### src/rtl/jtoutrun_sub_bridge.sv
// rtl/jtoutrun_sub_bridge.sv - main-CPU initiator into the sub CPU bus
// Requests the sub bus, waits for a settled grant (or times out), then acks the main CPU.
module jtoutrun_sub_bridge #(
  parameter int SETTLE = 3,
  parameter int TOUT   = 1023
) (
  input  logic        clk,
  input  logic        rst,
  input  logic        sub_cs,
  input  logic [18:0] main_A,
  input  logic [1:0]  main_dsn,
  input  logic        main_rnw,
  input  logic [15:0] main_dout,
  input  logic        sub_ok,
  input  logic [15:0] sub_din,
  output logic        sub_br,
  output logic [18:0] br_A,
  output logic [1:0]  br_dsn,
  output logic        br_rnw,
  output logic [15:0] br_dout,
  output logic [15:0] main_din,
  output logic        dtackn,
  output logic        tout_flag
);

  localparam logic [3:0] SETTLE_N = 4'(SETTLE);
  localparam logic [9:0] TOUT_N   = 10'(TOUT);

  typedef enum logic [1:0] {IDLE, GRANT, ACK, RELEASE} state_t;

  state_t     r_state;
  logic [3:0] r_settle;
  logic [9:0] r_tout;

  logic [3:0] w_settle_nx;
  logic [9:0] w_tout_nx;
  logic       w_settled;
  logic       w_expired;

  // sub_ok may pulse a cycle early, so only an unbroken run of SETTLE highs counts
  always_comb begin
    w_settle_nx = sub_ok ? r_settle + 4'd1 : 4'd0;
    w_tout_nx   = (r_tout == 10'h3ff) ? r_tout : r_tout + 10'd1;
    w_settled   = (w_settle_nx == SETTLE_N);
    w_expired   = (w_tout_nx == TOUT_N);
  end

  always_ff @(posedge clk or posedge rst) begin
    if (rst) begin
      r_state   <= IDLE;
      r_settle  <= 4'd0;
      r_tout    <= 10'd0;
      sub_br    <= 1'b0;
      br_A      <= 19'd0;
      br_dsn    <= 2'b11;
      br_rnw    <= 1'b1;
      br_dout   <= 16'd0;
      main_din  <= 16'hffff;
      dtackn    <= 1'b1;
      tout_flag <= 1'b0;
    end else begin
      case (r_state)
        IDLE: begin
          // a grant still high here belongs to the previous access: never reuse it
          if (sub_cs && !sub_ok) begin
            br_A     <= main_A;
            br_dsn   <= main_dsn;
            br_rnw   <= main_rnw;
            br_dout  <= main_dout;
            sub_br   <= 1'b1;
            r_settle <= 4'd0;
            r_tout   <= 10'd0;
            r_state  <= GRANT;
          end
        end
        GRANT: begin
          r_settle <= w_settle_nx;
          r_tout   <= w_tout_nx;
          if (!sub_cs) begin
            sub_br  <= 1'b0;
            br_dsn  <= 2'b11;
            br_rnw  <= 1'b1;
            r_state <= RELEASE;
          end else if (w_settled) begin
            if (br_rnw) main_din <= sub_din;
            sub_br  <= 1'b0;
            dtackn  <= 1'b0;
            r_state <= ACK;
          end else if (w_expired) begin
            main_din  <= 16'hffff;
            tout_flag <= 1'b1;
            sub_br    <= 1'b0;
            dtackn    <= 1'b0;
            r_state   <= ACK;
          end
        end
        ACK: begin
          if (!sub_cs) begin
            dtackn  <= 1'b1;
            br_dsn  <= 2'b11;
            br_rnw  <= 1'b1;
            r_state <= RELEASE;
          end
        end
        RELEASE: begin
          if (!sub_ok) r_state <= IDLE;
        end
        default: r_state <= IDLE;
      endcase
    end
  end

endmodule
### config.mk
export PLATFORM = sky130hd
export DESIGN_NAME = jtoutrun_sub_bridge
export DESIGN_NICKNAME = d
export VERILOG_FILES = /design/src/rtl/jtoutrun_sub_bridge.sv
export SDC_FILE = /design/constraint.sdc
export NUM_CORES = 1
export LEC_CHECK = 0
export CORE_MARGIN = 4
export CORE_UTILIZATION = 32
export DETAILED_ROUTE_END_ITERATION = 7
export GPL_ROUTABILITY_DRIVEN = 0
export HOLD_SLACK_MARGIN = 0.12
export SLEW_MARGIN = 20
export SYNTH_ARGS = -nofsm -noshare
export SYNTH_HDL_FRONTEND = slang
export SYNTH_SLANG_ARGS = --single-unit
### constraint.sdc
create_clock -name clk -period 2.6 [get_ports clk]
set_input_delay 0.52 -clock clk [delete_from_list [all_inputs] [get_ports clk]]
set_output_delay 0.52 -clock clk [all_outputs]
set_load 0.01 [all_outputs]
# ---- Word level (Yosys, flattened, before mapping)
# Index checks and enable logic that the tools add are counted.
dict set report word_totals {
  ff_bits 73
  latch_bits 0
  mem_bits_rw 0
  mem_bits_ro 0
  inputBits 58
  output_inout_bits 57
  mem_count 0
}
dict set report op_classes {
  n_addsub 2
  mul 0
  div 0
  order_cmp 0
  eq_ne 14
  shift 0
  mux 28
  bitwise_logic 1
  reduce_logical 16
}
# cell n
set op_table {}
lappend op_table {{$mux W16} 3}
lappend op_table {{$eq A10 B10 Y1 const B} 2}
lappend op_table {{$mux W10} 2}
lappend op_table {{$pmux W10 S2} 1}
lappend op_table {{$reduce_and A4 Y1} 4}
lappend op_table {{$mux W2} 7}
lappend op_table {{$ne A2 B2 Y1 const B} 6}
lappend op_table {{$add A10 B1 Y10 const B} 1}
lappend op_table {{$mux W4} 2}
lappend op_table {{$pmux W2 S4} 1}
lappend op_table {{$pmux W4 S2} 1}
lappend op_table {{$reduce_bool A2 Y1} 4}
lappend op_table {{$mux W1} 7}
lappend op_table {{$pmux W1 S2} 3}
lappend op_table {{$reduce_and A3 Y1} 2}
lappend op_table {{$add A4 B1 Y4 const B} 1}
lappend op_table {{$eq A2 B2 Y1 const B} 2}
lappend op_table {{$eq A4 B2 Y1 const B} 1}
lappend op_table {{$ne A4 B4 Y1 const B} 1}
lappend op_table {{$pmux W2 S2} 1}
lappend op_table {{$reduce_and A2 Y1} 2}
lappend op_table {{$ne A3 B3 Y1 const B} 1}
lappend op_table {{$eq A2 B1 Y1 const B} 1}
lappend op_table {{$logic_not A2 Y1} 1}
lappend op_table {{other kinds (4)} 4}

# ---- Depth between registers and ports, before layout
# Gate-level depths: netlist of run 1.
dict set report logic_depth {
  ltp_word 7
  depth_mapped 10
  depth_no_buf 8
}

# ---- Worst setup path after synthesis of run 1
# OpenSTA, ideal clock, no wires.
dict set report synth_path {
  kind {reg2reg}
  start {register r_tout[0]}
  end {register main_din[1]}
  setup_ps 61
  t_arrival_ps 2301
  path_slack_ps 237
  stages_incl_launch_ff 10
  synth_period_minus_slack_ps 2363
  cell_sequence {dfrtp_1 > ha_1 > and2_2 > a32o_1 > a311oi_2 > nand4_2 > or4_4 > buf_6 > buf_12 > nand3_2}
}
dict set report synth_via {
  elab_chain_cells 5
  elab_cells_between_ends 6
  cone_classes {add/sub (1); eq/ne (2); mux (1); reduce/logical (2)}
}
# element line
set synth_lines {}
lappend synth_lines {{start: declaration} 33} ;# logic [9:0] r_tout;
lappend synth_lines {{start signal: assignment} 78} ;# r_tout <= w_tout_nx;
lappend synth_lines {{$add A10 B1 Y10 / $eq A10 B10 Y1 (equally long branches)} 43} ;# w_tout_nx = (r_tout == 10'h3ff) ? r_tout : r_tout + 10'd1;
lappend synth_lines {{$mux W10 *} 43}
lappend synth_lines {{$eq A10 B10 Y1 *} 45} ;# w_expired = (w_tout_nx == TOUT_N);
lappend synth_lines {{$reduce_bool A2 Y1 (no line) *} -}
lappend synth_lines {{$reduce_and A4 Y1 (no line) *} -}
lappend synth_lines {{end signal: assignment} 85} ;# if (br_rnw) main_din <= sub_din;
lappend synth_lines {{end: declaration} 21} ;# output logic [15:0] main_din,
# Mark *: on every way between the ends. The rest lies on a longest branch, timed or not.
# A chain may end at the register's enable or synchronous reset.

# ---- Worst setup path in the final report of run 1
dict set report layout_path {
  start {register r_tout[0]}
  end {register tout_flag}
}
dict set report layout_via {
  elab_chain_cells 4
  elab_cells_between_ends 5
  cone_classes {add/sub (1); eq/ne (2); mux (1); reduce/logical (1)}
}
# element line
set layout_lines {}
lappend layout_lines {{$add A10 B1 Y10 / $eq A10 B10 Y1 (equally long branches)} 43}
lappend layout_lines {{$mux W10 *} 43}
lappend layout_lines {{$eq A10 B10 Y1 *} 45}
lappend layout_lines {{$reduce_and A4 Y1 (no line) *} -}
lappend layout_lines {{end signal: assignment} 60} ;# tout_flag <= 1'b0;
lappend layout_lines {{end signal: assignment} 91} ;# tout_flag <= 1'b1;
lappend layout_lines {{end: declaration} 23} ;# output logic tout_flag
# Marked as above.

==> results of run 1 <==
area by class of cell:
| cell class | count | area share |
|---|---|---|
| clock buffers | 11 | 0.0300 |
| clock inverters | 5 | 0.0115 |
| inverters | 7 | 0.00516 |
| multi-input cells | 226 | 0.310 |
| flip-flops and latches | 73 | 0.364 |
| well taps | 140 | 0.0344 |
| repair buffers | 127 | 0.246 |
placed cells by master (no fill, tap or decap), types with 2 or more instances in the layout:
cell type	count
a211oi_1	2
a21oi_1	10
a22oi_1	3
a31oi_1	3
a32o_1	3
a41oi_1	3
and2_1	3
and3_1	2
buf_4	12
clkbuf_8	9
clkdlybuf4s50_1	114
dfrtp_1	52
dfstp_2	20
ha_1	6
inv_1	6
mux2_2	36
nand2_1	59
nand2b_1	2
nand3_1	12
nand3_2	10
nand4_1	5
nor2_1	6
nor2b_1	2
nor3_1	2
nor4_1	2
o21ai_0	23
o22ai_1	2
or3_1	2
or4_4	3
flip-flops by register name, summed over array words and instances (netlist names):
| name | flops |
|---|---|
| tout_flag | 1 |
| br_A | 19 |
| br_dout | 16 |
| br_rnw | 1 |
| dtackn | 1 |
| br_dsn | 2 |
| r_settle | 4 |
| sub_br | 1 |
| r_tout | 10 |
| r_state | 2 |
| main_din | 16 |
worst paths after layout:
kind / to
worst max-delay path: tout_flag
worst min-delay path: tout_flag
worst max register to register: tout_flag
worst min register to register: tout_flag
max in group asynchronous: r_tout[0]
min in group asynchronous: br_A[13]
routing by layer:
metal,global-route usage,up-vias
li1,-,1408
met1,0.175,1406
met2,0.235,83
met3,0.0513,5
met4,0.0433,0
met5,0,-
power by group through the flow:
stage / Sequential [uW] / Clock, uW / Combinational (uW)
3_5_place_dp: 1880 / 0 / 2200
3_3_place_gp: 1860 / 0 / 2170
4_1_cts: 1860 / 992 / 2210
5_1_grt: 1920 / 1040 / 2410
2_1_floorplan: 2040 / 0 / 918
6_report: 1860 / 941 / 2210
stage by stage:
step	power (uW)	cells	worst slack (ns)	utilization	hold slack, ns
after floorplan	2960	322	0.237	-	0.476
after global placement	4030	571	0.162	0.449	0.466
after detailed placement	4080	571	0.108	0.449	0.465
after CTS	5060	587	0.0859	0.468	0.489
after global routing	5380	589	0.0180	0.472	0.508
final	5010	589	0.160	0.472	0.479
cell families (layout without fill, tap and decap cells):
kind of cell / count (synthesis) / count (layout)
AO/OA/AOI/OAI: 62 / 62
buffers and inverters: 25 / 150
multiplexers: 36 / 36
XOR/XNOR: 2 / 2
flip-flops: 73 / 73
adder cells (fa/ha/maj): 7 / 7
AND/OR/NAND/NOR: 117 / 119
repair_timing:
item	CTS	global route
buffers inserted	0	0
resized for setup	0	7
endpoints found under the setup margin	0	19
hold buffers	0	0
critical path, stage by stage, from the launching register on:
cell      delay [ns]
dfrtp_2         0.44
ha_2            0.23
and2_2          0.22
a32o_1          0.26
a311oi_2        0.27
nand4_4         0.17
or4_4           0.62
or2b_1          0.18
==> results.py, run 1 <==
metrics = {
    "outcome": {
        "status": "finished clean",
    },
    "worst_setup_path": {
        "startpoint": "r_tout[0]",
        "criticalPathCategory": "reg2reg",
        "crit_path_max_fanout": 7,
        "arrival_ns": 2.73,
        "rr_worst_depth": 7,
        "r2r-start": "r_tout[0]",
        "worstPathRequired_ns": 2.89,
        "endpoint_kind": "register",
        "startpoint_type": "register",
        "r2r_slack_ns": 0.16,
    },
    "place": {
        "place_hpwl_mm": 6.33,
        "placed_area_um2": 4840,
        "numPortBuffers": 114,
    },
    "synth": {
        "synth_common_cells": "59 x nand2_1, 53 x dfrtp_1, 36 x mux2_2, 23 x o21ai_0, 20 x dfstp_2",
        "synth_top_family_by_area": "simple AND/OR/NAND/NOR gates",
        "yosysWarningCount": 0,
        "yosysTopAreaCell": "dfrtp_1",
        "syn_area_per_cell_um2": 10.9,
        "synthTopCellsByArea": "dfrtp_1 38%, dfstp_2 15%, mux2_2 12%, nand2_1 6.3%, o21ai_0 3.3%",
        "synth_compound_area_frac": 0.118,
        "netlist_area_um2": 3520,
        "ys_seq_area_frac": 0.526,
        "syn-instance-count": 322,
        "synthMuxAreaShare": 0.115,
        "synth_fa_ha_area_frac": 0.0249,
        "synth_ff_type": "dfrtp_1",
        "synth.top_cell.area_share": 0.377,
        "synth_edf_count": 0,
        "synth_most_common_cell": "nand2_1",
        "yosysUniqueCellTypes": 53,
        "synthSimpleGateAreaFrac": 0.174,
        "synth_seq_cells": 73,
        "syn-num-nets": 387,
        "synthArstFlopShare": 1.00,
        "synth_xor_area_frac": 0.00498,
    },
    "power": {
        "clock_power_share": 0.188,
        "p_int_uw": 3370,
        "switchingPower_uw": 1640,
        "power_frac_comb": 0.441,
        "power_density_nw_per_um2": 983,
        "ir_worst_vdd_uv": 469,
        "p_sw_frac": 0.328,
        "power_frac_seq": 0.371,
        "p_leak_uw": 0.00216,
    },
    "global_routing": {
        "antenna_found_initial": 0,
        "grt-ovfl-total": 0,
        "gr-usage-all-layers": 0.143,
        "grt_pass1_vias": 2932,
        "grt_pass1_wl_mm": 14.6,
        "grt_max_degree": 74,
    },
    "timing": {
        "worstMarginPinSlew_ns": 0.752,
        "fin_crit_ns": 2.44,
        "fin_crit_sh": 0.938,
        "fin_worst_skew_ns": 0.0127,
        "slew_viol_final": 0,
        "fin_setup_tns_ns": 0,
        "setup_violations": 0,
        "hold_viol": 0,
        "grt_setup_unrepaired": "false",
        "fmax_ghz": 0.410,
        "max-slew-margin-rel": 0.493,
    },
    "clock_tree": {
        "cts_sinks": 73,
        "cts_buffer_depth": 2,
        "clkSlewWorstSetupHoldPaths_ns": 0.08,
        "cts_tree": "yes",
        "ctsHtreeMaxLevel": 3,
        "insertion_delay_ns": 0.34,
        "cts-root-buf": "clkbuf_8",
        "numCtsBuffers": 9,
    },
    "routing": {
        "wl_per_cell_um": 15.4,
        "drt_iter0_markers": 167,
        "routed.top_layer": "met4",
        "ant_nets": 0,
        "wl_met2_mm": 4.38,
        "wl_met1_mm": 4.01,
        "routed_wl_mm": 9.09,
        "vias": 2902,
        "dr.pass1.iters": 4,
        "met3_length_um": 624,
        "drc": 0,
        "viasPerCell": 4.93,
    },
    "floorplan": {
        "ioPinCount": 115,
        "initial_core_util": 0.326,
        "dieArea_um2": 12700,
        "core_um2": 10800,
        "die_h_um": 113,
        "rows": 38,
        "chipWidth_um": 113,
    },
    "cells_and_area": {
        "layout-drive-gt1-share": 0.245,
        "area_growth_pct": 44.7,
        "diodes": 0,
        "final_area_um2": 5100,
        "multi_input_area_um2": 1580,
        "regArea_um2": 1850,
        "nFillCells": 1034,
        "nets": 509,
    },
    "hold_path": {
        "holdCritStartpoint": "tout_flag",
        "hold_depth": 1,
        "hp-class": "reg2reg",
    },
    "flow_run": {
        "cap_violations": 0,
    },
}
(Power assumes the default switching activity.)
==> inputs of run 2 (changes only) <==
--- a/config.mk
+++ b/config.mk
@@ -6,10 +6,11 @@
 export NUM_CORES = 1
 export LEC_CHECK = 0
 export CORE_MARGIN = 4
-export CORE_UTILIZATION = 32
+export CORE_UTILIZATION = 45
 export DETAILED_ROUTE_END_ITERATION = 7
 export GPL_ROUTABILITY_DRIVEN = 0
 export HOLD_SLACK_MARGIN = 0.12
+export PLACE_DENSITY = 0.76
 export SLEW_MARGIN = 20
 export SYNTH_ARGS = -nofsm -noshare
 export SYNTH_HDL_FRONTEND = slang
==> run 2 against run 1 <==
- sequential share of layout area up 0.69 points
- cell count down 7.0%
- clock skew down 0.0049 ns
- critical endpoint unchanged
- largest cell class unchanged
==> results.py, run 2 (synthesis results as in run 1) <==
metrics = {
    "power": {
        "ir_worst_vdd_uv": 566,
        "p_sw_frac": 0.332,
        "power_frac_comb": 0.443,
        "p_leak_uw": 0.00215,
        "p_int_uw": 3310,
        "power_density_nw_per_um2": 993,
        "clock_power_share": 0.181,
        "switchingPower_uw": 1650,
        "power_frac_seq": 0.376,
    },
    "timing": {
        "max-slew-margin-rel": 0.506,
        "worstMarginPinSlew_ns": 0.740,
        "fin_setup_tns_ns": 0,
        "fin_crit_sh": 0.934,
        "hold_viol": 0,
        "slew_viol_final": 0,
        "fmax_ghz": 0.412,
        "worst_slack_ns": 0.172,
        "fin_worst_skew_ns": 0.00779,
        "setup_violations": 0,
        "fin_crit_ns": 2.43,
        "grt_setup_unrepaired": "false",
    },
    "routing": {
        "dr.pass1.iters": 6,
        "drc": 0,
        "wl_per_cell_um": 15.8,
        "vias": 2889,
        "drt_iter0_markers": 197,
        "routed_wl_mm": 8.67,
        "ant_nets": 0,
        "viasPerCell": 5.27,
    },
    "place": {
        "numPortBuffers": 114,
        "pre_cts_slack_ns": 0.0337,
        "place_hpwl_mm": 6.46,
    },
    "clock_tree": {
        "cts_buffer_depth": 2,
        "insertion_delay_ns": 0.34,
        "ctsHtreeMaxLevel": 3,
        "cts_sinks": 73,
        "cts_tree": "yes",
        "cts-root-buf": "clkbuf_8",
        "numCtsBuffers": 9,
        "clkSlewWorstSetupHoldPaths_ns": 0.08,
    },
    "cells_and_area": {
        "reg.largest.list": "br_A x19, br_dout x16, main_din x16",
        "layout_commonest_cell": "clkdlybuf4s50_1",
        "layout-drive-gt1-share": 0.241,
        "regMostFlops": "br_A",
        "nets": 509,
        "diodes": 0,
        "nFillCells": 580,
        "area_growth_pct": 41.9,
        "most-common-layout-cells": "114 x clkdlybuf4s50_1, 59 x nand2_1, 53 x dfrtp_1",
        "largest_register_ffs": 19,
    },
    "global_routing": {
        "grt_pass1_vias": 2934,
        "antenna_found_initial": 0,
        "grt_pass1_wl_mm": 13.9,
        "grt_max_degree": 41,
        "grt-ovfl-total": 0,
        "gr-usage-all-layers": 0.193,
    },
    "floorplan": {
        "dieArea_um2": 9300,
        "initial_core_util": 0.475,
        "chipWidth_um": 96.5,
        "die_h_um": 96.5,
        "ioPinCount": 115,
        "rows": 31,
        "core_um2": 7410,
    },
    "worst_setup_path": {
        "timing.critical_path.cells": "ha_2, and4_1, nand4_1, o22ai_1, nand4_2, or4_4, or2b_1",
        "path_buf_inv": 0,
        "criticalPathCategory": "reg2reg",
        "cp_top_family": "simple AND/OR/NAND/NOR gates",
        "cpPeakStageDelay_ns": 0.59,
        "worstPathRequired_ns": 2.88,
        "r2r_slack_ns": 0.17,
        "slowest_stage": "or4_4",
        "startpoint_type": "register",
        "endpoint_kind": "register",
        "crit_path_max_fanout": 17,
        "arrival_ns": 2.71,
    },
    "outcome": {
        "status": "finished clean",
    },
    "hold_path": {
        "hp-class": "reg2reg",
    },
    "flow_run": {
        "cap_violations": 0,
    },
}
run 2: what timing repair did:
item | in CTS | in global routing
setup endpoints to repair | 0 | 3
resized for setup | 0 | 1
hold buffers | 0 | 0
setup buffers | 0 | 0
run 2: per-stage QoR:
| step | cell area (um2) | total power [uW] | instances | utilization | hold WS, ns |
|---|---|---|---|---|---|
| after global placement | 4790 | 4030 | 532 | 0.647 | 0.447 |
| after CTS | 4990 | 5020 | 548 | 0.674 | 0.479 |
| after floorplan | 3520 | 2960 | 322 | - | 0.476 |
| after detailed placement | 4790 | 4100 | 532 | 0.647 | 0.460 |
| final | 5000 | 4960 | 548 | 0.675 | 0.470 |
| after global routing | 5000 | 5310 | 548 | 0.675 | 0.490 |
run 2: worst reg2reg max path, stage by stage, from the launching register on:
cell	delay [ns]
dfrtp_1	0.42
ha_2	0.26
and4_1	0.30
nand4_1	0.18
o22ai_1	0.27
nand4_2	0.14
or4_4	0.59
or2b_1	0.20
run 2: final timing paths:
check                          start  cells past startpoint      endpoint
max                        r_tout[0]                      7     tout_flag
min                        tout_flag                      1     tout_flag
max reg2reg                r_tout[0]                      7     tout_flag
min reg2reg                tout_flag                      1     tout_flag
max in group asynchronous        rst                      3  main_din[13]
min in group asynchronous        rst                      3       br_A[5]
run 2: layout make-up:
cell class                      count  area [um2]  share of cell area
Multi-Input combinational cell    224        1540               0.308
Inverter                            7        26.3             0.00526
Tap cell                           99         124              0.0248
Clock inverter                      7        77.6              0.0155
Timing Repair Buffer              129        1250               0.251
Clock buffer                        9         124              0.0248
Sequential cell                    73        1850               0.371
run 2: per-layer routing:
layer	track usage	share of wire	vias up
met1	0.241	0.40	1390
met4	0.0970	0.027	0
li1	-	-	1395
met5	0	0	-
met2	0.312	0.50	86
met3	0.0457	0.066	18
run 2: power by group through the flow:
stage	combinational (uW)	clock, uW	sequential [uW]
2_1_floorplan	918	0	2040
3_3_place_gp	2170	0	1860
3_5_place_dp	2210	0	1890
4_1_cts	2230	927	1870
5_1_grt	2410	972	1920
6_report	2200	900	1870
